[src/rtl/alu_rr_arbiter.sv]
// -----------------------------------------------------------------------------
// alu_rr_arbiter
//
// Shares one combinational WIDTH-bit ALU between two requesters. A round-robin
// arbiter picks one valid request per cycle, drives its operands and selects
// onto the ALU, and captures the ALU result and carry into a one-entry response
// register tagged with the requester id.
//
// Optional feature (compile-time macro ALU_ARB_STATS_EN):
//   defined   - cnt0/cnt1 count grants to requester 0/1, saturating at
//               2^CNT_W-1, cleared by rst.
//   undefined - no counter registers; cnt0/cnt1 are tied to zero.
//
// Ports:
//   clk                 rising-edge clock
//   rst                 synchronous, active-high reset
//   req0_valid/ready    requester 0 handshake (ready is combinational from valid)
//   req0_op             {s0,s1,s2}: add, sub, inc A, dec A, and, or, xor, sra A
//   req0_a, req0_b      requester 0 operands
//   req1_*              same five signals for requester 1
//   alu_a, alu_b        operands to the shared ALU (zero when nothing granted)
//   alu_s0/s1/s2        ALU selects (000 when nothing granted)
//   alu_out, alu_carr   ALU result and carry, valid in the same cycle
//   rsp_valid/ready     response handshake
//   rsp_id              requester that owns the held response
//   rsp_out, rsp_carry  registered result and carry (carry is 0 for op[2]=1)
//   cnt0, cnt1          grant counters
// -----------------------------------------------------------------------------
`ifndef NUM_BITS
`define NUM_BITS 4
`endif

module alu_rr_arbiter #(
  parameter int WIDTH = `NUM_BITS,
  parameter int CNT_W = 8
) (
  input  logic             clk,
  input  logic             rst,
  input  logic             req0_valid,
  output logic             req0_ready,
  input  logic [2:0]       req0_op,
  input  logic [WIDTH-1:0] req0_a,
  input  logic [WIDTH-1:0] req0_b,
  input  logic             req1_valid,
  output logic             req1_ready,
  input  logic [2:0]       req1_op,
  input  logic [WIDTH-1:0] req1_a,
  input  logic [WIDTH-1:0] req1_b,
  output logic [WIDTH-1:0] alu_a,
  output logic [WIDTH-1:0] alu_b,
  output logic             alu_s0,
  output logic             alu_s1,
  output logic             alu_s2,
  input  logic [WIDTH-1:0] alu_out,
  input  logic             alu_carr,
  output logic             rsp_valid,
  input  logic             rsp_ready,
  output logic             rsp_id,
  output logic [WIDTH-1:0] rsp_out,
  output logic             rsp_carry,
  output logic [CNT_W-1:0] cnt0,
  output logic [CNT_W-1:0] cnt1
);

  typedef enum logic {
    EMPTY = 1'b0,
    FULL  = 1'b1
  } state_t;

  state_t state;
  state_t state_nxt;
  logic   last_grant;   // id of the most recent grantee; 1 after reset so req0 wins first
  logic   can_accept;
  logic   grant0;
  logic   grant1;

  // ---------------------------------------------------------------------------
  // Arbitration, ALU drive and next-state logic
  // ---------------------------------------------------------------------------
  always_comb begin
    // NOTE: every output of this block gets a default first, so no path can
    // leave a value unassigned and infer a latch.
    state_nxt  = state;
    can_accept = (state == EMPTY) || rsp_ready;
    grant0     = 1'b0;
    grant1     = 1'b0;
    req0_ready = 1'b0;
    req1_ready = 1'b0;
    alu_a      = '0;
    alu_b      = '0;
    {alu_s0, alu_s1, alu_s2} = 3'b000;

    // Reset dominates: no grant is issued during a reset cycle.
    if (!rst && can_accept) begin
      // On contention the requester that did not win last time goes next.
      if (req0_valid && (!req1_valid || last_grant)) begin
        grant0 = 1'b1;
      end else if (req1_valid) begin
        grant1 = 1'b1;
      end
    end

    req0_ready = grant0;
    req1_ready = grant1;

    if (grant0) begin
      alu_a = req0_a;
      alu_b = req0_b;
      {alu_s0, alu_s1, alu_s2} = req0_op;
    end else if (grant1) begin
      alu_a = req1_a;
      alu_b = req1_b;
      {alu_s0, alu_s1, alu_s2} = req1_op;
    end

    // A grant refills the slot in the same cycle the old response drains,
    // giving one operation per cycle.
    if (grant0 || grant1) begin
      state_nxt = FULL;
    end else if (state == FULL && rsp_ready) begin
      state_nxt = EMPTY;
    end
  end

  // ---------------------------------------------------------------------------
  // State register
  // ---------------------------------------------------------------------------
  always_ff @(posedge clk) begin
    // NOTE: sequential state uses non-blocking assignments so every register
    // samples the values from before this edge, regardless of statement order.
    if (rst) begin
      state <= EMPTY;
    end else begin
      state <= state_nxt;
    end
  end

  assign rsp_valid = (state == FULL);

  // ---------------------------------------------------------------------------
  // Response register and round-robin pointer
  // ---------------------------------------------------------------------------
  always_ff @(posedge clk) begin
    // NOTE: the response payload is reset as well as the valid flag, so the
    // outputs show defined values (not X) before the first grant.
    if (rst) begin
      rsp_out    <= '0;
      rsp_carry  <= 1'b0;
      rsp_id     <= 1'b0;
      last_grant <= 1'b1;
    end else if (grant0 || grant1) begin
      rsp_out    <= alu_out;
      // alu_s0 carries op[2]; the ALU carry is undefined for logic/shift ops.
      rsp_carry  <= alu_carr & ~alu_s0;
      rsp_id     <= grant1;
      last_grant <= grant1;
    end
  end

  // ---------------------------------------------------------------------------
  // Grant statistics
  // ---------------------------------------------------------------------------
`ifdef ALU_ARB_STATS_EN
  always_ff @(posedge clk) begin
    if (rst) begin
      cnt0 <= '0;
      cnt1 <= '0;
    end else begin
      if (grant0 && (cnt0 != {CNT_W{1'b1}})) cnt0 <= cnt0 + CNT_W'(1);
      if (grant1 && (cnt1 != {CNT_W{1'b1}})) cnt1 <= cnt1 + CNT_W'(1);
    end
  end
`else
  assign cnt0 = '0;
  assign cnt1 = '0;
`endif

endmodule

[config.mk]
export PLATFORM = sky130hd
export DESIGN_NAME = alu_rr_arbiter
export DESIGN_NICKNAME = d
export VERILOG_FILES = /design/src/rtl/alu_rr_arbiter.sv
export SDC_FILE = /design/constraint.sdc
export NUM_CORES = 1
export LEC_CHECK = 0
export BUFFER_PORTS_ARGS = -buffer_cell sky130_fd_sc_hd__buf_2
export CORE_UTILIZATION = 37
export CTS_BUF_LIST = sky130_fd_sc_hd__clkbuf_16
export DETAILED_ROUTE_END_ITERATION = 8
export GPL_TIMING_DRIVEN = 0
export PLACE_DENSITY_LB_ADDON = 0.05
export SLEW_MARGIN = 5
export SYNTH_ARGS = -nofsm -noshare
export SYNTH_HDL_FRONTEND = slang
export SYNTH_SLANG_ARGS = --single-unit
[constraint.sdc]
create_clock -name clk -period 2.8 [get_ports clk]
set_input_delay 0 -clock clk [delete_from_list [all_inputs] [get_ports clk]]
set_output_delay 0 -clock clk [all_outputs]
set_load 0.02 [all_outputs]
== Yosys cells after proc, flatten, opt, wreduce, memory -nomap -nowiden ==
Cells that the tools add are included.
Widths: inputs -> output; s select.

* Bits in registers: 8
* Bits in latches: 0
* Bits in writable memories: 0
* Memory bits (read-only): 0
* Input port bits: 32
* Output and inout port bits: 36
* Word-level logic and storage cells: 34
* Memories: 0

* Add/subtract/negate cells: 0
* Multipliers: 0
* Div/mod/pow operators: 0
* Magnitude comparators: 0
* Equality and inequality tests: 0
* Shifts and indexed selects: 0
* Muxes and demuxes: 17
* Bitwise logic cells: 3
* Reductions and logical operators: 9

{| class="wikitable"
|+ Operators by type and width
! cell !! count
|-
| $mux 4 || 4
|-
| $mux 1 || 13
|-
| $logic_and 1x1->1 || 3
|-
| $logic_or 1x1->1 || 3
|-
| $logic_not 1->1 || 2
|-
| $not 1->1 || 2
|-
| $reduce_bool 2->1 || 1
|-
| $and 1x1->1 || 1
|}

== Logic depth before layout (Yosys ltp) ==
Gate-level depths: netlist of the first run.

* Depth after elaboration: 9
* Gate-level depth with buffers: 5
* Mapped depth without buffers: 3

== Least setup slack after synthesis of the first run ==
Ideal clock, no wire load.

* Path kind: flip-flop to output port
* Start: register state, in the netlist rsp_valid
* End: output alu_a[0]
* Data arrival time: 1.344 ns
* Data required time: 2.800 ns
* Path slack: 1.456 ns
* Stages on the path, launching flop included: 6
* Buffers on the path: 2
* Cells stage by stage: dfxtp_1 > nor2b_4 > buf_6 > nor4b_4 > buf_6 > a22o_2

* Elaborated cells between the ends (all ways): 7
* Those cells by class: mux: 4; bitwise: 1; reduce/logical: 2

{| class="wikitable"
|+ RTL lines
! element !! RTL line !! source
|-
| start, declared || 70 || <nowiki>state_t state;</nowiki>
|-
| start signal, assigned || 134 || <nowiki>state <= state_nxt;</nowiki>
|-
| $not 1->1 || 84 || <nowiki>can_accept = (state == EMPTY) || rsp_ready;</nowiki>
|-
| $logic_or 1x1->1 || 84 ||
|-
| $logic_and 1x1->1 || 94 || <nowiki>if (!rst && can_accept) begin</nowiki>
|-
| $mux 1 || 94 ||
|-
| via req0_ready || 40 || <nowiki>output logic req0_ready,</nowiki>
|-
| $mux 4 || 106 || <nowiki>if (grant0) begin</nowiki>
|-
| end, declared || 49 || <nowiki>output logic [WIDTH-1:0] alu_a,</nowiki>
|}

The timed path passes the listed nets, and every way through them passes these cells.

== Worst setup path in the final report of the first run ==
* Start: register state, in the netlist rsp_valid
* End: output alu_a[2]

* Longest elaborated chain between the ends: 6
* Elaborated cells between the ends (all ways): 7
* Those cells by class: mux: 4; bitwise: 1; reduce/logical: 2

{| class="wikitable"
|+ Ends and longest elaborated chain
! element !! RTL line !! source
|-
| $not 1->1 * || 84 ||
|-
| $logic_or 1x1->1 * || 84 ||
|-
| $logic_and 1x1->1 * || 94 ||
|-
| $mux 1 || 94 ||
|-
| $mux 4 || 110 || <nowiki>end else if (grant1) begin</nowiki>
|-
| $mux 4 * || 106 ||
|}

Mark *: on every way between the ends. The rest lies on a longest branch, timed or not.

==> results of run 1 <==
-- cell families (layout without fill, tap and decap cells) --
group           count (synthesis)  in the layout
simple gates                   20             20
compound gates                 23             23
buf+inv                        22             76
flops                           8              8
other cells                     1             16
-- through the flow --
stage,cell area [um2],utilization
6_report,1080,0.677
5_1_grt,1080,0.677
4_1_cts,1080,0.677
3_5_place_dp,1000,0.630
3_3_place_gp,1000,0.630
2_1_floorplan,719,-
-- final cells by class --
| cell class | instances | area [um2] | area share |
|---|---|---|---|
| multi-input combinational | 59 | 385 | 0.357 |
| timing repair buffer | 51 | 255 | 0.236 |
| buffer | 21 | 170 | 0.158 |
| sequential | 8 | 160 | 0.148 |
| clock buffer | 3 | 75.1 | 0.0695 |
| tap | 24 | 30.0 | 0.0278 |
| inverter | 1 | 3.75 | 0.00348 |
-- state kept, by name (all words and copies together), names as in the netlist --
| register | flops |
|---|---|
| rsp_valid | 1 |
| rsp_id | 1 |
| last_grant | 1 |
| rsp_out | 4 |
| rsp_carry | 1 |
-- cell usage in the layout, fill, tap and decap left out, drive strengths merged --
master,n
nor2,2
clkbuf,3
inv,1
nor3,1
and2b,1
conb,16
and4,1
a21oi,6
nor4,1
nand4,5
o31ai,5
dfxtp,8
a211oi,1
nor2b,1
a22o,10
nor4b,2
nand2,3
or2,2
buf,72
o211ai,1
nand2b,1
-- power groups by stage --
stage	registers (mW)	clock network [mW]	logic, mW
2_1_floorplan	0.136	0	0.0994
3_3_place_gp	0.128	0	0.154
3_5_place_dp	0.129	0	0.155
4_1_cts	0.127	0.237	0.156
5_1_grt	0.128	0.243	0.169
6_report	0.127	0.233	0.157
-- metal layers --
metal	part of all wire	track usage	vias up
li1	-	-	382
met4	0.0084	0.0788	0
met1	0.42	0.239	340
met5	0	0	-
met3	0.072	0.0367	2
met2	0.50	0.294	42
-- final timing paths --
kind / to / cells past startpoint
setup / recovery: alu_a[2] / 6
hold / removal: rsp_out[0] / 3
setup reg to reg: rsp_id / 5
hold reg to reg: rsp_out[0] / 2
-- worst max-delay path, cell delays in order (launching register included) --
cell and delay [ps]:
dfxtp_1 310, nor2b_4 120, buf_6 130, nor4b_4 350, buf_6 190, a22o_2 130
buf_2 150
==> results.yml, run 1 <==
run_status:
  outcome: "finished clean"
drt:
  viasPerCell: 4.59
  route.antenna.remaining_nets: 0
  drtIter0Drc: 27
  num_vias: 766
  drc_errors: 0
  wl_mm: 1.79
  drt_first_pass_iters: 4
  routedWlPerCell_um: 10.7
finish:
  drive_gt1_frac: 0.622
  n_antenna_cell: 0
  area_delta_synth_final_pct: 62.8
  n_fill_cell: 145
  fin_cells: 167
  final_nets: 177
synth:
  synthSimpleGateAreaFrac: 0.221
  synth_warnings: 0
  synth_cell_types: 24
  syn-cell-area_um2: 663
  synth_top_family_by_area: "compound AO/OA/AOI/OAI gates"
  synth_fa_ha_area_frac: 0
  synth_common_cells: "16 x buf_4, 8 x dfxtp_1, 7 x a22o_2"
  synth_area_leaders: "dfxtp_1 24%, buf_4 18%, a22o_2 11%, buf_6 6.8%, o31ai_1 5.7%"
  ys_seq_elements: 8
  ys_seq_area_frac: 0.242
  synth_compound_area_frac: 0.270
  muxShareOfSynthArea: 0
  synth_xor_area_frac: 0
  synth_top_area_share: 0.242
  synth_edf_count: 0
  synth.avg_cell_area_um2: 8.96
  synth_ff_type: "dfxtp_1"
  synthArstFlopShare: 0
  syn_inst: 74
  yosys.area.top_type: "dfxtp_1"
  synth_most_common_cell: "buf_4"
worst_setup_path:
  r2r_slack_ps: 1520
  required_ps: 2800
  startpoint_type: "register"
  timing.rr.start: "rsp_valid"
  cp-end-kind: "output port"
  crit_start: "rsp_valid"
  worstSetupPathType: "reg -> out"
  crit_fanout: 10
  critical_path_arrival_ps: 1610
floorplan:
  die_w_um: 44.3
  dieArea_um2: 1970
  initial_utilization: 0.416
  io_pins: 68
  core_um2: 1590
  die_h_um: 44.3
  row_count: 14
pwr:
  comb_power_share: 0.303
  finalPower_mw: 0.517
  ir_drop_mv: 0.348
  power_frac_clock: 0.451
  internal-power_mw: 0.376
  p_sw_mw: 0.141
  switching_share: 0.272
  leakage_nw: 0.614
  pwr_density_cell_nw_per_um2: 479
  seqPwrFrac: 0.246
cts:
  cts_buffers: 3
  cts_root_buf: "clkbuf_16"
  cts_resized: 0
  clk_latency_ps: 230
  cts_tree: "built"
  cts.sinks: 8
  cts_max_path_buffers: 2
  htreeDepth: 1
  post_cts_buffers: 0
  clkTransAtPathRegs_ps: 40
  hold_buffers: 0
global_route:
  grt_pass1_wl_mm: 2.70
  grtUsageTotal: 0.184
  overflow: 0
  grt_max_degree: 11
  grt_pass1_vias: 623
  antenna_found_initial: 0
timing:
  fin_crit_sh: 0.577
  max_freq_mhz: 619
  fin_hold_ws_ps: 28.1
  worst_slack_ps: 1190
  hold_viol: 0
  fin_setup_tns_ps: 0
  setup-violations-final: 0
  fin_skew_ps: 2.28
  drv_slew: 0
  rsz0062_at_grt: "false"
  fin_crit_ps: 1610
worst_hold_path:
  hold_start: "alu_out[0]"
  hp-class: "in -> reg"
place:
  place_inst: 164
  pre_cts_ws_ps: 1420
  port_buffers: 51
  dp_hpwl_mm: 1.38
  gp_congestion: 0.743
run:
  max-cap-violations: 0
Note: power is estimated with default switching activity, not from simulation.
==> run 2: changes to the inputs <==
- CORE_UTILIZATION: 37 -> 34
- clock period: 2.8 -> 1.6 ns (I/O delays scaled with it)
==> run 2 against run 1 <==
  * Via count shrank 2.3%
  * Non-clock buffer count grew 4
  * Clock-buffer cell count stayed put
  * Register-to-register slack worse by 1300 ps
  * Critical path type unchanged
  * Highest routed layer is now met3
  * Largest cell class unchanged
  * Largest power group unchanged
==> results.yml, run 2 (synthesis results as in run 1) <==
global_route:
  grt_pass1_vias: 514
  grt_pass1_wl_mm: 2.12
  grt_max_degree: 11
  antenna_found_initial: 0
  grtUsageTotal: 0.134
  overflow: 0
worst_hold_path:
  holdPathEnd: "rsp_out[3]"
  whs_path_depth: 3
  hold_start: "alu_out[3]"
  hp-class: "in -> reg"
cts:
  cts_max_path_buffers: 2
  cts.sinks: 8
  hold_buffers: 0
  cts_tree: "built"
  clkTransAtPathRegs_ps: 40
  cts_buffers: 3
  clk_latency_ps: 230
  cts_root_buf: "clkbuf_16"
  htreeDepth: 1
drt:
  drt_first_pass_iters: 4
  drc_errors: 0
  num_vias: 748
  route.antenna.remaining_nets: 0
  drtIter0Drc: 5
  viasPerCell: 4.35
  routedWlPerCell_um: 10.1
  wl_mm: 1.73
finish:
  n_fill_cell: 157
  final_nets: 181
  fin_cells: 172
  area_delta_synth_final_pct: 74.3
  multi_input_area_um2: 400
  largest_register_ffs: 4
  n_antenna_cell: 0
  drive_gt1_frac: 0.646
  final_area_um2: 1160
  ff_latch_area_um2: 163
  final_cell_mix: "44 x buf_2, 26 x buf_4, 16 x conb_1"
  top_register: "rsp_out"
  final_common_cell: "buf_2"
pwr:
  seqPwrFrac: 0.238
  ir_drop_mv: 0.611
  power_frac_clock: 0.441
  comb_power_share: 0.321
  switching_share: 0.272
  leakage_nw: 0.647
  p_sw_mw: 0.254
  pwr_density_cell_nw_per_um2: 808
  internal-power_mw: 0.680
run:
  max-cap-violations: 0
run_status:
  outcome: "finished clean"
floorplan:
  die_w_um: 46.2
  core_um2: 1780
  dieArea_um2: 2130
  row_count: 15
  initial_utilization: 0.372
  io_pins: 68
  die_h_um: 46.2
worst_setup_path:
  reg2reg_to: "rsp_id"
  r2r_slack_ps: 180
  ff2ff_path_depth: 6
  startpoint_type: "register"
  crit_fanout: 5
  required_ps: 1600
  critical_path_arrival_ps: 1530
  cp-end-kind: "output port"
  worstSetupPathType: "reg -> out"
  timing.rr.start: "last_grant"
place:
  place_inst: 165
  dp_hpwl_mm: 1.30
  port_buffers: 51
  gp_congestion: 0.680
  dpl-instance-area_um2: 1010
timing:
  max_freq_mhz: 655
  hold_viol: 0
  fin_skew_ps: 2.20
  fin_hold_ws_ps: 32.8
  setup-violations-final: 0
  drv_slew: 0
  fin_crit_ps: 1530
  fin_crit_sh: 0.954
-- run 2: cell types whose count changed in the layout (fill, tap and decap cells not counted) --
| cell | delta |
|---|---|
| buf_2 | -8 |
| buf_4 | +10 |
| a22o_4 | +2 |
| dfxtp_1 | -2 |
| buf_6 | +2 |
| dfxtp_2 | +2 |
| a22o_2 | -2 |
-- run 2: repair_timing --
item	4_1_cts	5_1_grt
setup buffers	4	0
pin swaps	1	2
endpoints found under the setup margin	7	9
gates cloned	1	0
resized for setup	5	11
-- run 2: critical path, cell delays in order (launching register included) --
cell,delay (ps)
dfxtp_2,310
and2b_2,230
nor4b_4,310
buf_6,160
a22o_2,120
buf_2,150
-- run 2: how the worst max path moves through the flow --
stage / startpoint / cells past startpoint / end / slack, ps
after floorplan: rsp_valid / 5 / alu_a[0] / 260
after detailed placement: rsp_valid / 6 / alu_b[1] / 220
after global placement: rsp_valid / 6 / alu_b[2] / 240
after CTS: last_grant / 5 / alu_s2 / 4
final: last_grant / 5 / alu_a[2] / 70
after global routing: last_grant / 5 / alu_a[2] / -3
-- run 2: power by group through the flow --
stage                     Combinational (mW)  Sequential, mW  Clock [mW]
final                                  0.300           0.222       0.412
after global routing                   0.324           0.224       0.434
after CTS                              0.290           0.222       0.418
after detailed placement               0.272           0.225           0
after global placement                 0.270           0.224           0
after floorplan                        0.174           0.238           0
-- run 2: through the flow --
stage                     setup slack, ps  TNS, ps  utilization  power, mW
after floorplan                       256        0            -      0.412
after global placement                236        0        0.564      0.494
after detailed placement              224        0        0.564      0.497
after CTS                            4.43        0        0.634      0.929
after global routing                -3.26    -5.15        0.648      0.981
final                                73.2        0        0.648      0.934
-- run 2: cell type report --
type / instances / area share
Multi-Input combinational cell: 59 / 0.346
Timing Repair Buffer: 56 / 0.280
Sequential cell: 8 / 0.141
Buffer: 20 / 0.137
Clock buffer: 3 / 0.0649
Tap cell: 25 / 0.0271
Inverter: 1 / 0.00325
-- run 2: metal layers --
layer | vias up | wire (um) | GRT usage
met5 | - | 0 | 0
met4 | 0 | 0 | 0.0353
met3 | 0 | 115 | 0.0235
met2 | 35 | 858 | 0.231
met1 | 321 | 758 | 0.168
li1 | 392 | - | -
==> run 3: changes to the inputs <==
- CORE_UTILIZATION: 34 -> 30
==> run 3 against run 2 <==
  * Sequential share of layout area shrank 0.091 points
  * Maximum frequency grew 2.5%
  * Critical path depth is 1 higher
  * Sequential cell count is the same
  * Utilization is 7.3 points lower
  * Non-clock buffer count stayed put
  * Register-to-register slack improved by 50 ps
  * Via count up 1.7%
  * Hold slack got worse by 3.8 ps
  * Power up 1.1%
  * Global-route usage up 1.7 points
==> results.yml, run 3 (synthesis results as in run 1) <==
pwr:
  ir_drop_mv: 0.582
  pwr_density_cell_nw_per_um2: 812
  leakage_nw: 0.647
cts:
  cts_max_path_buffers: 2
  htreeDepth: 1
  cts.sinks: 8
  cts_buffers: 3
  clk_latency_ps: 230
  cts_root_buf: "clkbuf_16"
  cts_tree: "built"
  clkTransAtPathRegs_ps: 40
place:
  dpl-instance-area_um2: 1010
  port_buffers: 51
  place_inst: 167
  gp_congestion: 0.638
  dp_hpwl_mm: 1.34
finish:
  fin_cells: 174
  area_delta_synth_final_pct: 75.5
  top_register: "rsp_out"
  final_nets: 181
  final_cell_mix: "42 x buf_2, 28 x buf_4, 16 x conb_1"
  final_common_cell: "buf_2"
  largest_register_ffs: 4
  n_antenna_cell: 0
  drive_gt1_frac: 0.646
  final_area_um2: 1160
  n_fill_cell: 193
floorplan:
  initial_utilization: 0.328
  core_um2: 2020
  dieArea_um2: 2400
  row_count: 16
  die_w_um: 49.0
  die_h_um: 49.0
  io_pins: 68
global_route:
  grt_pass1_wl_mm: 2.81
  overflow: 0
  grtUsageTotal: 0.150
  antenna_found_initial: 0
  grt_pass1_vias: 633
  grt_max_degree: 11
drt:
  viasPerCell: 4.37
  drtIter0Drc: 9
  route.antenna.remaining_nets: 0
  drc_errors: 0
  drt_first_pass_iters: 4
  routedWlPerCell_um: 10.9
  wl_mm: 1.91
  num_vias: 761
timing:
  fin_crit_sh: 0.931
  fin_setup_tns_ps: 0
  rsz0062_at_grt: "false"
  hold_viol: 0
  max_freq_mhz: 671
  fin_crit_ps: 1490
  drv_slew: 0
  setup-violations-final: 0
  fin_skew_ps: 1.63
worst_setup_path:
  startpoint_type: "register"
  worstSetupPathType: "reg -> out"
  crit_slowest_cell: "dfxtp_2"
  slowest_delay_ps: 330
  path_common_cell: "buf_6"
  required_ps: 1600
  ff2ff_path_depth: 6
  crit_path_cell_trace: "nand2b_1 -> buf_6 -> and4_4 -> buf_6 -> a22o_2 -> buf_4"
  critical_path_arrival_ps: 1490
  crit_fanout: 10
  cp-end-kind: "output port"
worst_hold_path:
  hp-class: "in -> reg"
  whs_path_depth: 3
run_status:
  outcome: "finished clean"
run:
  max-cap-violations: 0
## run 3: cell count changes in the layout (fill, tap and decap cells not counted)
cell,before,now
buf_2,44,42
buf_4,26,28
## run 3: repair_timing
item	in CTS	in global routing
endpoints found under the setup margin	7	10
hold endpoints to repair	0	0
pin swaps	1	2
setup buffers	1	3
cloned	0	1
gates resized for setup	0	18
hold buffers	0	0
## run 3: final timing paths
kind | startpoint | to | slack, ps
max | rsp_valid | alu_b[1] | 110
min | alu_carr | rsp_carry | 30
max reg2reg | last_grant | rsp_id | 230
min reg2reg | rsp_out[0] | rsp_out[0] | 470
## run 3: area by class of cell
cell class,instances,area [um2],share of cell area
plain buffers,20,159,0.137
clock buffers,3,75.1,0.0645
inverters,1,3.75,0.00323
multi-input cells,59,400,0.344
flip-flops and latches,8,163,0.140
well taps,27,33.8,0.0290
repair buffers,56,329,0.283
## run 3: critical path, delay by kind of cell, from the launching register on
kind / cells / cell delay [ps]
AND/OR/NAND/NOR: 2 / 250
flip-flops: 1 / 330
buffers and inverters: 3 / 430
AO/OA/AOI/OAI: 1 / 250
## run 3: metal layers
| metal | GRT usage | part of all wire |
|---|---|---|
| met1 | 0.183 | 0.43 |
| met2 | 0.243 | 0.49 |
| met3 | 0.0405 | 0.068 |
| met4 | 0.0735 | 0.0058 |
| met5 | 0 | 0 |
## run 3: through the flow
stage / setup slack, ps / power, mW / util / hold slack, ps
after floorplan: 256 / 0.412 / - / 143
after global placement: 228 / 0.495 / 0.499 / 257
after detailed placement: 220 / 0.496 / 0.499 / 266
after CTS: 30.6 / 0.923 / 0.540 / 25.7
after global routing: 31.4 / 0.987 / 0.575 / 38.5
final: 110 / 0.944 / 0.575 / 28.9
## run 3: report_power, final
part	switching, mW	leakage, nW	internal (mW)
sequential	0.00713	0.0660	0.215
combinational	0.158	0.544	0.145
clock	0.0968	0.0370	0.322
